[config.mk]
export PLATFORM = sky130hd
export DESIGN_NAME = imem_port_arbiter
export DESIGN_NICKNAME = d
export VERILOG_FILES = /design/src/rtl/imem_port_arbiter.sv
export SDC_FILE = /design/constraint.sdc
export NUM_CORES = 1
export LEC_CHECK = 0
export ABC_AREA = 1
export CAP_MARGIN = 10
export CORE_AREA = 2 2 95 97
export CTS_BUF_LIST = sky130_fd_sc_hd__clkbuf_8
export CTS_CLUSTER_SIZE = 24
export DETAILED_ROUTE_END_ITERATION = 16
export DIE_AREA = 0 0 97 99
export PLACE_DENSITY = 0.71
export SLEW_MARGIN = 10
export SYNTH_ARGS = -nofsm -noshare
export SYNTH_HDL_FRONTEND = slang
export SYNTH_SLANG_ARGS = --single-unit
[constraint.sdc]
create_clock -name clk -period 4.05 [get_ports clk]
set_input_delay 0.81 -clock clk [delete_from_list [all_inputs] [get_ports clk]]
set_output_delay 0.81 -clock clk [all_outputs]
set_load 0.02 [all_outputs]
[src/rtl/imem_port_arbiter.sv]
// Shares the single-port instruction memory between fetch (F) and loader (L); fetch wins unless L is starved or holds the lock.
// Grant is combinational, read data returns 1 cycle after grant; a requester not granted sees ready=0 and must hold.
module imem_port_arbiter #(
    parameter int ADDR_W     = 8,
    parameter int DATA_W     = 32,
    parameter int STARVE_MAX = 4
) (
    input  logic              clk,
    input  logic              rst,
    input  logic              f_valid,
    input  logic [31:0]       f_addr,
    output logic              f_ready,
    output logic              f_rvalid,
    output logic [DATA_W-1:0] f_rdata,
    input  logic              l_valid,
    input  logic              l_we,
    input  logic [31:0]       l_addr,
    input  logic [DATA_W-1:0] l_wdata,
    input  logic              l_lock,
    output logic              l_ready,
    output logic              l_rvalid,
    output logic [DATA_W-1:0] l_rdata,
    output logic              locked,
    output logic [ADDR_W-1:0] mem_addr,
    output logic              mem_we,
    output logic [DATA_W-1:0] mem_wdata,
    input  logic [DATA_W-1:0] mem_q
);

    localparam logic [3:0] STARVE_LIM = 4'(STARVE_MAX);

    typedef enum logic {
        SHARE,
        LOCK
    } state_t;

    typedef enum logic [1:0] {
        OWN_NONE,
        OWN_F,
        OWN_L
    } owner_t;

    state_t     state, state_nxt;
    owner_t     owner, owner_nxt;
    logic [3:0] starve_cnt, starve_nxt;
    logic       lock_hold;
    logic       f_gnt;
    logic       l_gnt;

    always_ff @(posedge clk) begin
        if (rst) begin
            state      <= SHARE;
            owner      <= OWN_NONE;
            starve_cnt <= '0;
        end else begin
            state      <= state_nxt;
            owner      <= owner_nxt;
            starve_cnt <= starve_nxt;
        end
    end

    always_comb begin
        lock_hold  = 1'b0;
        f_gnt      = 1'b0;
        l_gnt      = 1'b0;
        state_nxt  = SHARE;
        owner_nxt  = OWN_NONE;
        starve_nxt = '0;

        // Dropping l_lock while in LOCK releases the port in the same cycle.
        lock_hold = (state == LOCK) && l_lock;

        if (!rst) begin
            if (lock_hold) begin
                l_gnt = l_valid;
            end else begin
                l_gnt = l_valid && (!f_valid || (starve_cnt == STARVE_LIM));
                f_gnt = f_valid && !l_gnt;
            end
        end

        if (lock_hold || (l_gnt && l_lock)) begin
            state_nxt = LOCK;
        end

        if (f_gnt) begin
            owner_nxt = OWN_F;
        end else if (l_gnt && !l_we) begin
            owner_nxt = OWN_L;
        end

        if (l_valid && !l_gnt) begin
            starve_nxt = (starve_cnt == STARVE_LIM) ? starve_cnt : 4'(starve_cnt + 4'd1);
        end
    end

    assign f_ready   = f_gnt;
    assign l_ready   = l_gnt;
    assign locked    = (state == LOCK);
    assign f_rvalid  = (owner == OWN_F);
    assign l_rvalid  = (owner == OWN_L);
    assign f_rdata   = mem_q;
    assign l_rdata   = mem_q;

    // Idle cycles park the address on the fetch PC so a later fetch grant sees no extra mux change.
    assign mem_addr  = rst   ? '0 :
                       l_gnt ? l_addr[ADDR_W+1:2] : f_addr[ADDR_W+1:2];
    assign mem_we    = l_gnt && l_we;
    assign mem_wdata = l_wdata;

    logic unused_addr_bits;
    assign unused_addr_bits = ^{f_addr[31:ADDR_W+2], f_addr[1:0], l_addr[31:ADDR_W+2], l_addr[1:0]};

endmodule

# --- After elaboration in Yosys (flattened, before gate mapping) ---
# Index checks and enable logic that the tools add are counted.
# W data, S select, Z words.
totals:
  register_bits: 7
  wordCells: 33
  inputBits: 134
classes:
  n_addsub: 1
  muxes: 9
  n_eq_ne: 3
  n_reduce_logical: 15
  n_bitwise: 1
op_table:
  columns: ["cell", "n"]
  rows:
  - ["$mux W8", 2]
  - ["$logic_and A1 B1 Y1", 7]
  - ["$mux W1", 6]
  - ["$add A4 B1 Y4 const B", 1]
  - ["$eq A4 B3 Y1 const B", 1]
  - ["$logic_not A1 Y1", 4]
  - ["$reduce_or A2 Y1", 2]
  - ["$eq A2 B1 Y1 const B", 1]
  - ["$eq A2 B2 Y1 const B", 1]
  - ["$logic_or A1 B1 Y1", 2]
  - ["$mux W2", 1]
  - ["$not A1 Y1", 1]

# --- Longest topological paths before layout ---
# Gate-level depths: netlist (run 1).
logic_depth:
  depth_word: 9
  ltp_mapped: 8
  ltp_nobuf: 7

# --- Least setup slack after synthesis (run 1) ---
# No wires, ideal clock.
synth_timing:
  path_kind: "input to output"
  start: "in f_valid"
  end: "out mem_addr[0]"
  path_stages: 7
  n_path_buf: 1
  t_arrival_ns: 1.516
  slack_ns: 1.724
  path_cell_list: "inv_1 -> a21oi_2 -> nand2_4 -> nand2_4 -> buf_6 -> nand2_1 -> nand2_1"
synth_between:
  elab_chain_len: 7
synth_rtl:
  columns: ["item", "line_no", "text"]
  rows:
  - ["start: declaration", "10", "input logic f_valid,"]
  - ["$logic_not A1 Y1", "77", "l_gnt = l_valid && (!f_valid || (starve_cnt == STARVE_LIM));"]
  - ["$logic_or A1 B1 Y1", "77", null]
  - ["$logic_and A1 B1 Y1", "77", null]
  - ["$mux W1", "74", "if (lock_hold) begin"]
  - ["$mux W1", "73", "if (!rst) begin"]
  - ["$mux W8", "107", "l_gnt ? l_addr[ADDR_W+1:2] : f_addr[ADDR_W+1:2];"]
  - ["$mux W8", "106", "assign mem_addr = rst ? '0 :"]
  - ["end: declaration", "24", "output logic [ADDR_W-1:0] mem_addr,"]
# No other way between the ends.

# --- Final worst setup path (run 1) ---
layout_timing:
  start: "in f_valid"
  end: "out mem_addr[5]"
# Same word-level chain as after synthesis.

==> run summary, run 1 <==
outcome: complete, no violations
Die Wd: 97 um
startpoint type of the worst setup path: input pin
Final Non-Filler Cells: 234
Post-Synth XOR/XNOR Area: 0.682%
clk buf depth: 2
placed insts: 230
largest family of logic cells by synthesized area: buffers and inverters
mux cell area share after synthesis: 0%
post-CTS sizing: 0
fraction of layout instances using a drive strength above 1: 9.52%
CTS tree: yes
initial antenna violation count: 0
Setup Fix Bufs, Post-CTS: 0
Synth area leaders: buf_4 (56%), dfxtp_1 (11%), inv_1 (5.6%)
DRC viols: 0
worst-path fanout max: 12
Syn Inst Count: 184
Final GP Congestion: 0.619
Hold Path Class: flop to flop
number of global-route vias before repair: 709
Wirelength per Cell: 8.52 um
routed vias: 721
DRT iter0 DRCs: 1
Worst Min Path Start: starve_cnt[0]
GRT Util Overall: 4.39%
register bit count reported by yosys: 7
Clock transition at path regs: 0.04 ns
Final Cell Area: 1080 um2
DP Area: 1040 um2
Core Region: 8550 um2
RSZ-0062 raised after global routing: false
Die Y: 99 um
gr ovfl total: 0
WS Path Type: input pin to output pin
first-pass GRT wire length: 3.22 mm
Top Ports: 244
CTS Sinks: 7
dpl ws: 0.572 ns
pwr dens: 227 nW/um2
post-synthesis cell type count: 19
Fmax achieved: 292 MHz
final setup TNS: 0 ns
TritonCTS Buffers: 3
P&R area growth vs syn: -15.5%
Arr. time, crit path: 2.61 ns
DR vias/cell: 3.08
Yosys top cell area share: 56.1%
final core occ: 12.7%
Post-Syn Nets: 320
Tightest Pin Transition: 0.304 ns
crit path from: f_valid
max_cap viols: 0
row count: 34
Mapped Area: 1280 um2
final hold viol count: 0
Max VDD drop: 0.0682 mV
Slew HR: 79.5%
reg-to-reg critical path startpoint: starve_cnt[0]
Setup-failing EPs final: 0
H-tree Lvls: 1
leading area contributor after synthesis: buf_4
max-slew violation count: 0
die area: 9600 um2
clock skew: 0.00140 ns
PnR worst setup slack: 0.631 ns
Avg Cell Area, Syn: 6.98 um2
post-synthesis compound-gate area fraction: 3.51%
largest net degree at the start of global routing: 13
Synth Area in Simple Gates: 20.0%
Layout Nets: 263
root buf cell: clkbuf_8
drt total wl: 1.99 mm
initial core utilization: 15.0%
DRT antenna net count: 0
DP HPWL: 1.69 mm
# hold bufs at CTS: 0
Warnings, synthesis: 0
Initial DRT Pass Iterations: 3
Lkg Pwr: 0.000465 uW
CP endpoint kind: output pin
fin crit share: 84.4%
Port-buffer cells: 35
Ant. Diodes: 0
Worst EP required: 3.24 ns
min Tclk post-route: 3.42 ns
clock latency at the later pin of the worst-skew pair: 0.23 ns
Synth Area in Adders: 1.95%
post-synthesis sequential area ratio: 10.9%
flip-flops by register name, indices dropped and copies added (netlist names):
name        count
starve_cnt      4
locked          1
owner           2
cell families after synthesis:
group           Yosys count
compound gates            6
xor+xnor                  1
fa+ha+maj                 2
buf+inv                 117
flops                     7
simple gates             51
critical path, cell delays in order:
cell and delay [ns]:
clkdlybuf4s50_1 0.45, inv_1 0.04, a21oi_2 0.22, nand2_4 0.14
nand2_4 0.18, nand2_1 0.08, nand2_1 0.07, clkdlybuf4s50_1 0.60
report_power, final:
| part | total, uW | leakage, uW | switching (uW) | internal (uW) |
|---|---|---|---|---|
| logic | 74.6 | 0.000381 | 34.7 | 39.9 |
| registers | 72.0 | 0.0000569 | 1.18 | 70.8 |
| clock network | 99.6 | 0.0000269 | 33.7 | 65.9 |
| total | 246 | 0.000465 | 69.7 | 177 |
routing by layer:
| layer | GRT usage (%) | vias to the layer above | wire length, um |
|---|---|---|---|
| li1 | - | 340 | - |
| met1 | 3.03 | 307 | 552 |
| met2 | 7.37 | 44 | 997 |
| met3 | 2.20 | 30 | 272 |
| met4 | 6.07 | 0 | 172 |
| met5 | 0 | - | 0 |
final cells by class:
cell class / instances / area (um2)
fillers: 974 / 7470
repair buffers: 36 / 358
multi-input cells: 60 / 335
flip-flops and latches: 7 / 140
well taps: 108 / 135
inverters: 19 / 71.3
clock buffers: 3 / 41.3
clock inverters: 1 / 3.75
worst paths after layout:
path	to	slack (ns)	cells past startpoint
setup reg to reg	locked	2.78	6
setup / recovery	mem_addr[5]	0.63	8
hold reg to reg	starve_cnt[0]	0.46	1
hold / removal	starve_cnt[0]	0.46	1
through the flow:
| step | total power [uW] | hold WS (ns) |
|---|---|---|
| after floorplan | 246 | 0.430 |
| after global placement | 149 | 0.445 |
| after detailed placement | 149 | 0.456 |
| after CTS | 256 | 0.467 |
| after global routing | 262 | 0.497 |
| final | 246 | 0.460 |
synthesized netlist by cell type:
cell / n
a21oi_2: 1
buf_2: 1
a21oi_1: 2
nand4_1: 1
nand2_4: 2
inv_1: 19
ha_1: 2
dfxtp_1: 7
a21oi_4: 1
nor2_8: 1
nor2_1: 15
buf_6: 1
nor2_2: 2
nand3_4: 1
o21ai_0: 2
xnor2_1: 1
buf_4: 96
nand3_1: 10
nand2_1: 19
placed cells by master (no fill, tap or decap):
master           count
a21oi_1              2
nand2_4              2
ha_1                 2
buf_4                1
nand4_1              1
nand2_1             19
clkbuf_8             3
nand3_1             10
clkdlybuf4s50_1     35
a21oi_2              1
xnor2_1              1
o21ai_0              2
nor2_2               2
inv_1               20
dfxtp_1              7
nor2_1              15
a21oi_4              1
nor2_8               1
nand3_4              1
Power figures use the tool's default switching activity.
==> run 2: changes to the inputs <==
Settings changed: CORE_AREA 2 2 95 97 to not set, CORE_ASPECT_RATIO set to 0.5, CORE_MARGIN set to 2, CORE_UTILIZATION set to 18, DIE_AREA 0 0 97 99 to not set, PLACE_DENSITY 0.71 to 0.85.
Clock period 4.05 ns to 2.85 ns, I/O delays scaled along.
==> run 2 against run 1 <==
Compared with the run above: via count decreased by 0.28%; global-route usage grew 1.8 points; largest cell class unchanged; largest power group unchanged; first-iteration DRC count grew to 17 times the previous value; register-to-register slack got worse by 1.1 ns; cell area increased by 1.4%; sequential power rose by 42%; clock power up 34%; wire length grew 18%; critical endpoint is now f_ready.
==> run summary, run 2 (synthesis results as in run 1) <==
DP HPWL: 1.90 mm (was 1.69 mm)
CP endpoint kind: output pin (unchanged)
max reg flops: 4 (unchanged)
fin crit share: 97.2%
die area: 7860 um2 (was 9600 um2)
max-slew violation count: 0 (unchanged)
row count: 21 (was 34)
most frequent cells in the layout: clkdlybuf4s50_1 (27), inv_1 (20), nand2_1 (19) (was clkdlybuf4s50_1 (35), inv_1 (20), nand2_1 (19))
DRC viols: 0 (unchanged)
Arr. time, crit path: 2.20 ns (was 2.61 ns)
CP cell instances: clkdlybuf4s50_1 -> inv_1 -> a21oi_2 -> buf_4 -> o21ai_0 -> nor2_1 -> clkdlybuf4s50_1 (was clkdlybuf4s50_1 -> inv_1 -> a21oi_2 -> nand2_4 -> nand2_4 -> nand2_1 -> nand2_1 -> clkdlybuf4s50_1)
Fmax achieved: 361 MHz
final core occ: 16.2% (was 12.7%)
gr ovfl total: 0 (unchanged)
final setup TNS: 0 ns (unchanged)
clock latency at the later pin of the worst-skew pair: 0.22 ns (was 0.23 ns)
Worst EP required: 2.28 ns (was 3.24 ns)
routed vias: 719 (was 721)
TritonCTS Buffers: 3 (unchanged)
Clock transition at path regs: 0.04 ns (about the same)
Max VDD drop: 0.109 mV (was 0.0682 mV)
Top Ports: 244 (unchanged)
placed insts: 216 (was 230)
outcome: complete, no violations (unchanged)
Crit path top cell by count: clkdlybuf4s50_1
most common cell after layout, fill and taps aside: clkdlybuf4s50_1 (unchanged)
number of global-route vias before repair: 794 (was 709)
initial antenna violation count: 0 (unchanged)
max_cap viols: 0 (unchanged)
DR vias/cell: 3.27 (was 3.08)
initial core utilization: 18.9% (was 15.0%)
drt total wl: 2.35 mm (was 1.99 mm)
max incr delay on CP: 0.62 ns (was 0.60 ns)
H-tree Lvls: 1 (unchanged)
final hold viol count: 0 (unchanged)
DRT iter0 DRCs: 17 (was 1)
GRT Util Overall: 6.22% (was 4.39%)
Setup Fix Bufs, Post-CTS: 0 (unchanged)
pwr dens: 311 nW/um2 (was 227 nW/um2)
DRT antenna net count: 0 (unchanged)
fraction of layout instances using a drive strength above 1: 10.9% (was 9.52%)
first-pass GRT wire length: 3.80 mm (was 3.22 mm)
CTS Sinks: 7 (unchanged)
Final GP Congestion: 0.635 (was 0.619)
Slowest-stage cell, CP: clkdlybuf4s50_1 (unchanged)
Port-buffer cells: 35 (unchanged)
Layout Nets: 265 (was 263)
clock skew: 0.00114 ns (was 0.00140 ns)
startpoint type of the worst setup path: input pin (unchanged)
Biggest register: starve_cnt (unchanged)
worst-path fanout max: 2 (was 12)
Ant. Diodes: 0 (unchanged)
WS Path Type: input pin to output pin (unchanged)
Initial DRT Pass Iterations: 4 (was 3)
P&R area growth vs syn: -14.3% (was -15.5%)
Lkg Pwr: 0.000584 uW (was 0.000465 uW)
Die Y: 63.7 um (was 99 um)
Setup-failing EPs final: 0 (unchanged)
Core Region: 6780 um2 (was 8550 um2)
Final Non-Filler Cells: 220 (was 234)
RSZ-0062 raised after global routing: false (unchanged)
largest net degree at the start of global routing: 13 (unchanged)
Tightest Pin Transition: 0.248 ns (was 0.304 ns)
Slew HR: 83.4% (was 79.5%)
root buf cell: clkbuf_8 (unchanged)
Wirelength per Cell: 10.7 um (was 8.52 um)
Hold Path Class: flop to flop (unchanged)
min Tclk post-route: 2.77 ns
clk buf depth: 2 (unchanged)
Die Wd: 123 um (was 97 um)
CTS tree: yes (unchanged)
==> run 2: cell types whose count changed in the layout (fill, tap and decap cells not counted), sizes merged <==
cell,delta
clkdlybuf4s50,-8
buf,+2
dlymetal6s2s,+8
==> run 2: through the flow <==
stage               setup slack [ns]  total power (uW)  instance area, um2  hold slack [ns]
detailed placement            0.0468               215                1030            0.480
global placement              0.0598               213                1030            0.445
floorplan                       1.00               349                1280            0.430
finish                        0.0788               342                1100            0.475
CTS                           0.0457               350                1080            0.489
global route                 0.00253               365                1100            0.503
==> run 2: worst paths after layout <==
path | startpoint | slack, ns | depth (start not counted) | end
worst max register to register | starve_cnt[0] | 1.64 | 6 | locked
worst min register to register | starve_cnt[0] | 0.47 | 1 | starve_cnt[0]
worst max-delay path | f_valid | 0.08 | 7 | f_ready
worst min-delay path | starve_cnt[0] | 0.47 | 1 | starve_cnt[0]
==> run 2: what timing repair did <==
item                       in CTS  in global routing
resized for setup               0                  8
hold buffers                    0                  0
setup endpoints to repair       0                  8
==> run 2: per-layer routing <==
layer  global-route usage, %  vias to the layer above  part of all wire, %  routed length [um]
met3                    5.43                       16                   18                 415
met5                       0                        -                    0                   0
met4                    4.69                        0                  4.3                 102
met1                    5.42                      300                   33                 772
li1                        -                      344                    -                   -
met2                    9.20                       59                   45                1060
==> run 2: cell type report <==
cell class,instances,area (um2)
timing repair buffer,38,393
multi-input combinational,60,335
tap,92,115
clock inverter,1,3.75
inverter,19,71.3
clock buffer,3,41.3
fill,772,5680
sequential,7,140
==> run 2: power by group <==
| part | switching, uW | internal (uW) | leakage [uW] | total, uW |
|---|---|---|---|---|
| Combinational | 50.4 | 56.9 | 0.000500 | 107 |
| Clock | 39.9 | 92.8 | 0.0000269 | 133 |
| Sequential | 1.61 | 101 | 0.0000569 | 102 |
==> run 2: worst max-delay path: cells and delay by family <==
family	cells	cell delay [ns]
AND/OR/NAND/NOR	1	0.11
AO/OA/AOI/OAI	2	0.25
buffers and inverters	4	1.26
==> run 3: changes to the inputs <==
Settings changed: CTS_CLUSTER_DIAMETER set to 150, HOLD_SLACK_MARGIN set to 0.08, REMOVE_ABC_BUFFERS set to 1.
==> run 3 against run 2 <==
Compared with the run above: via count up 26%; cell area up 0.23%; sequential share of layout area about the same; worst setup slack better by 0.063 ns; critical path type unchanged; critical endpoint is now mem_we; largest power group unchanged.
==> run summary, run 3 (synthesis results as in run 1) <==
drt total wl: 8.62 mm (was 2.35 mm)
first-pass GRT wire length: 10.1 mm (was 3.80 mm)
Slew HR: 81.7% (was 83.4%)
DP Area: 1030 um2 (unchanged)
DRT iter0 DRCs: 36 (was 17)
fraction of layout instances using a drive strength above 1: 10.9% (unchanged)
CTS tree: yes (unchanged)
most frequent cells in the layout: clkdlybuf4s50_1 (26), inv_1 (20), nand2_1 (19) (was clkdlybuf4s50_1 (27), inv_1 (20), nand2_1 (19))
max reg flops: 4 (unchanged)
gr ovfl total: 0 (unchanged)
P&R area growth vs syn: -14.1% (was -14.3%)
Internal: 250 uW (about the same)
final core occ: 16.3% (was 16.2%)
Top Ports: 244 (unchanged)
Setup Fix Bufs, Post-CTS: 0 (unchanged)
CTS Sinks: 7 (unchanged)
combinational fraction of design power: 31.1% (was 31.3%)
max_cap viols: 0 (unchanged)
Worst EP required: 2.28 ns (about the same)
min Tclk post-route: 2.71 ns (was 2.77 ns)
Max VDD drop: 0.0967 mV (was 0.109 mV)
Switching Share: 27.8% (was 26.9%)
final hold viol count: 0 (unchanged)
worst-path fanout max: 11 (was 2)
RSZ-0062 raised after global routing: false (unchanged)
max incr delay on CP: 0.61 ns (was 0.62 ns)
Arr. time, crit path: 2.14 ns (was 2.20 ns)
WS Path Type: input pin to output pin (unchanged)
Setup-failing EPs final: 0 (unchanged)
max-slew violation count: 0 (unchanged)
switching power: 96.3 uW (was 91.9 uW)
clk buf depth: 2 (unchanged)
Biggest register: starve_cnt (unchanged)
outcome: complete, no violations (unchanged)
clock skew: 0.00139 ns (was 0.00114 ns)
DRC viols: 0 (unchanged)
Tightest Pin Transition: 0.274 ns (was 0.248 ns)
H-tree Lvls: 1 (unchanged)
most common cell after layout, fill and taps aside: clkdlybuf4s50_1 (unchanged)
Ant. Diodes: 0 (unchanged)
Layout Nets: 265 (unchanged)
TritonCTS Buffers: 3 (unchanged)
Hold Path Class: flop to flop (unchanged)
final setup TNS: 0 ns (unchanged)
DP HPWL: 8.05 mm (was 1.90 mm)
clock power share: 39.3% (was 38.8%)
DRT antenna net count: 0 (unchanged)
Final GP Congestion: 0.851 (was 0.635)
pwr dens: 315 nW/um2 (was 311 nW/um2)
largest net degree at the start of global routing: 12 (was 13)
Lkg Pwr: 0.000597 uW (was 0.000584 uW)
Sequential Area: 140 um2 (unchanged)
Final Cell Area: 1100 um2 (about the same)
routed vias: 908 (was 719)
clock latency at the later pin of the worst-skew pair: 0.23 ns (was 0.22 ns)
initial core utilization: 18.9% (unchanged)
Port-buffer cells: 35 (unchanged)
fin crit share: 95.0% (was 97.2%)
Die Y: 63.7 um (unchanged)
row count: 21 (unchanged)
CP cell instances: clkdlybuf4s50_1 -> inv_1 -> nor2_8 -> nand2_4 -> nor2_2 -> clkdlybuf4s50_1 (was clkdlybuf4s50_1 -> inv_1 -> a21oi_2 -> buf_4 -> o21ai_0 -> nor2_1 -> clkdlybuf4s50_1)
initial antenna violation count: 0 (unchanged)
Initial DRT Pass Iterations: 4 (unchanged)
Fill cells: 766 (was 772)
number of global-route vias before repair: 859 (was 794)
Crit path top cell by count: clkdlybuf4s50_1 (unchanged)
sequential share of power: 29.5% (was 29.9%)
startpoint type of the worst setup path: input pin (unchanged)
area of the multi-input gates: 335 um2 (unchanged)
Wirelength per Cell: 39.2 um (was 10.7 um)
PnR worst setup slack: 0.141 ns (was 0.0788 ns)
Slowest-stage cell, CP: clkdlybuf4s50_1 (unchanged)
Die Wd: 123 um (unchanged)
Fmax achieved: 369 MHz (was 361 MHz)
die area: 7860 um2 (unchanged)
Core Region: 6780 um2 (unchanged)
GRT Util Overall: 20.9% (was 6.22%)
Clock transition at path regs: 0.04 ns (about the same)
DR vias/cell: 4.13 (was 3.27)
CP endpoint kind: output pin (unchanged)
root buf cell: clkbuf_8 (unchanged)
dpl ws: 0.0471 ns (was 0.0468 ns)
## run 3: final cells by class
| cell class | count | share of cell area [%] |
|---|---|---|
| inverter | 19 | 6.47 |
| sequential | 7 | 12.7 |
| clock inverter | 1 | 0.341 |
| multi-input combinational | 60 | 30.4 |
| tap | 92 | 10.4 |
| timing repair buffer | 38 | 35.9 |
| clock buffer | 3 | 3.75 |
## run 3: routing by layer
metal	track usage, %	part of all wire [%]
met1	11.1	18
met2	35.4	48
met3	23.6	26
met4	13.9	6.3
met5	16.7	1.6
## run 3: power by group through the flow
| stage | clock (uW) | combinational, uW | sequential (uW) |
|---|---|---|---|
| floorplan | 0 | 45.0 | 104 |
| global route | 148 | 117 | 102 |
| finish | 136 | 108 | 102 |
| detailed placement | 0 | 110 | 104 |
| global placement | 0 | 108 | 104 |
| CTS | 140 | 111 | 102 |
## run 3: through the flow
step / hold slack, ns / power (uW) / instances
2_1_floorplan: 0.430 / 149 / 86
3_3_place_gp: 0.442 / 212 / 216
3_5_place_dp: 0.458 / 214 / 216
4_1_cts: 0.468 / 353 / 220
5_1_grt: 0.500 / 368 / 220
6_report: 0.466 / 347 / 220
## run 3: path summary, 6_finish.rpt
kind,from,endpoint,slack [ns],cells after the start
max reg2reg,starve_cnt[0],locked,1.55,7
min reg2reg,starve_cnt[0],starve_cnt[0],0.47,1
max,l_valid,mem_we,0.14,6
min,starve_cnt[0],starve_cnt[0],0.47,1
## run 3: repair_timing
item	CTS	global route
setup endpoints to repair	0	9
gates resized for setup	0	9
hold buffers	0	0
## run 3: critical path: cells and delay by family
kind | cells | cell delay [ns]
buf+inv | 3 | 1.16
simple gates | 3 | 0.40
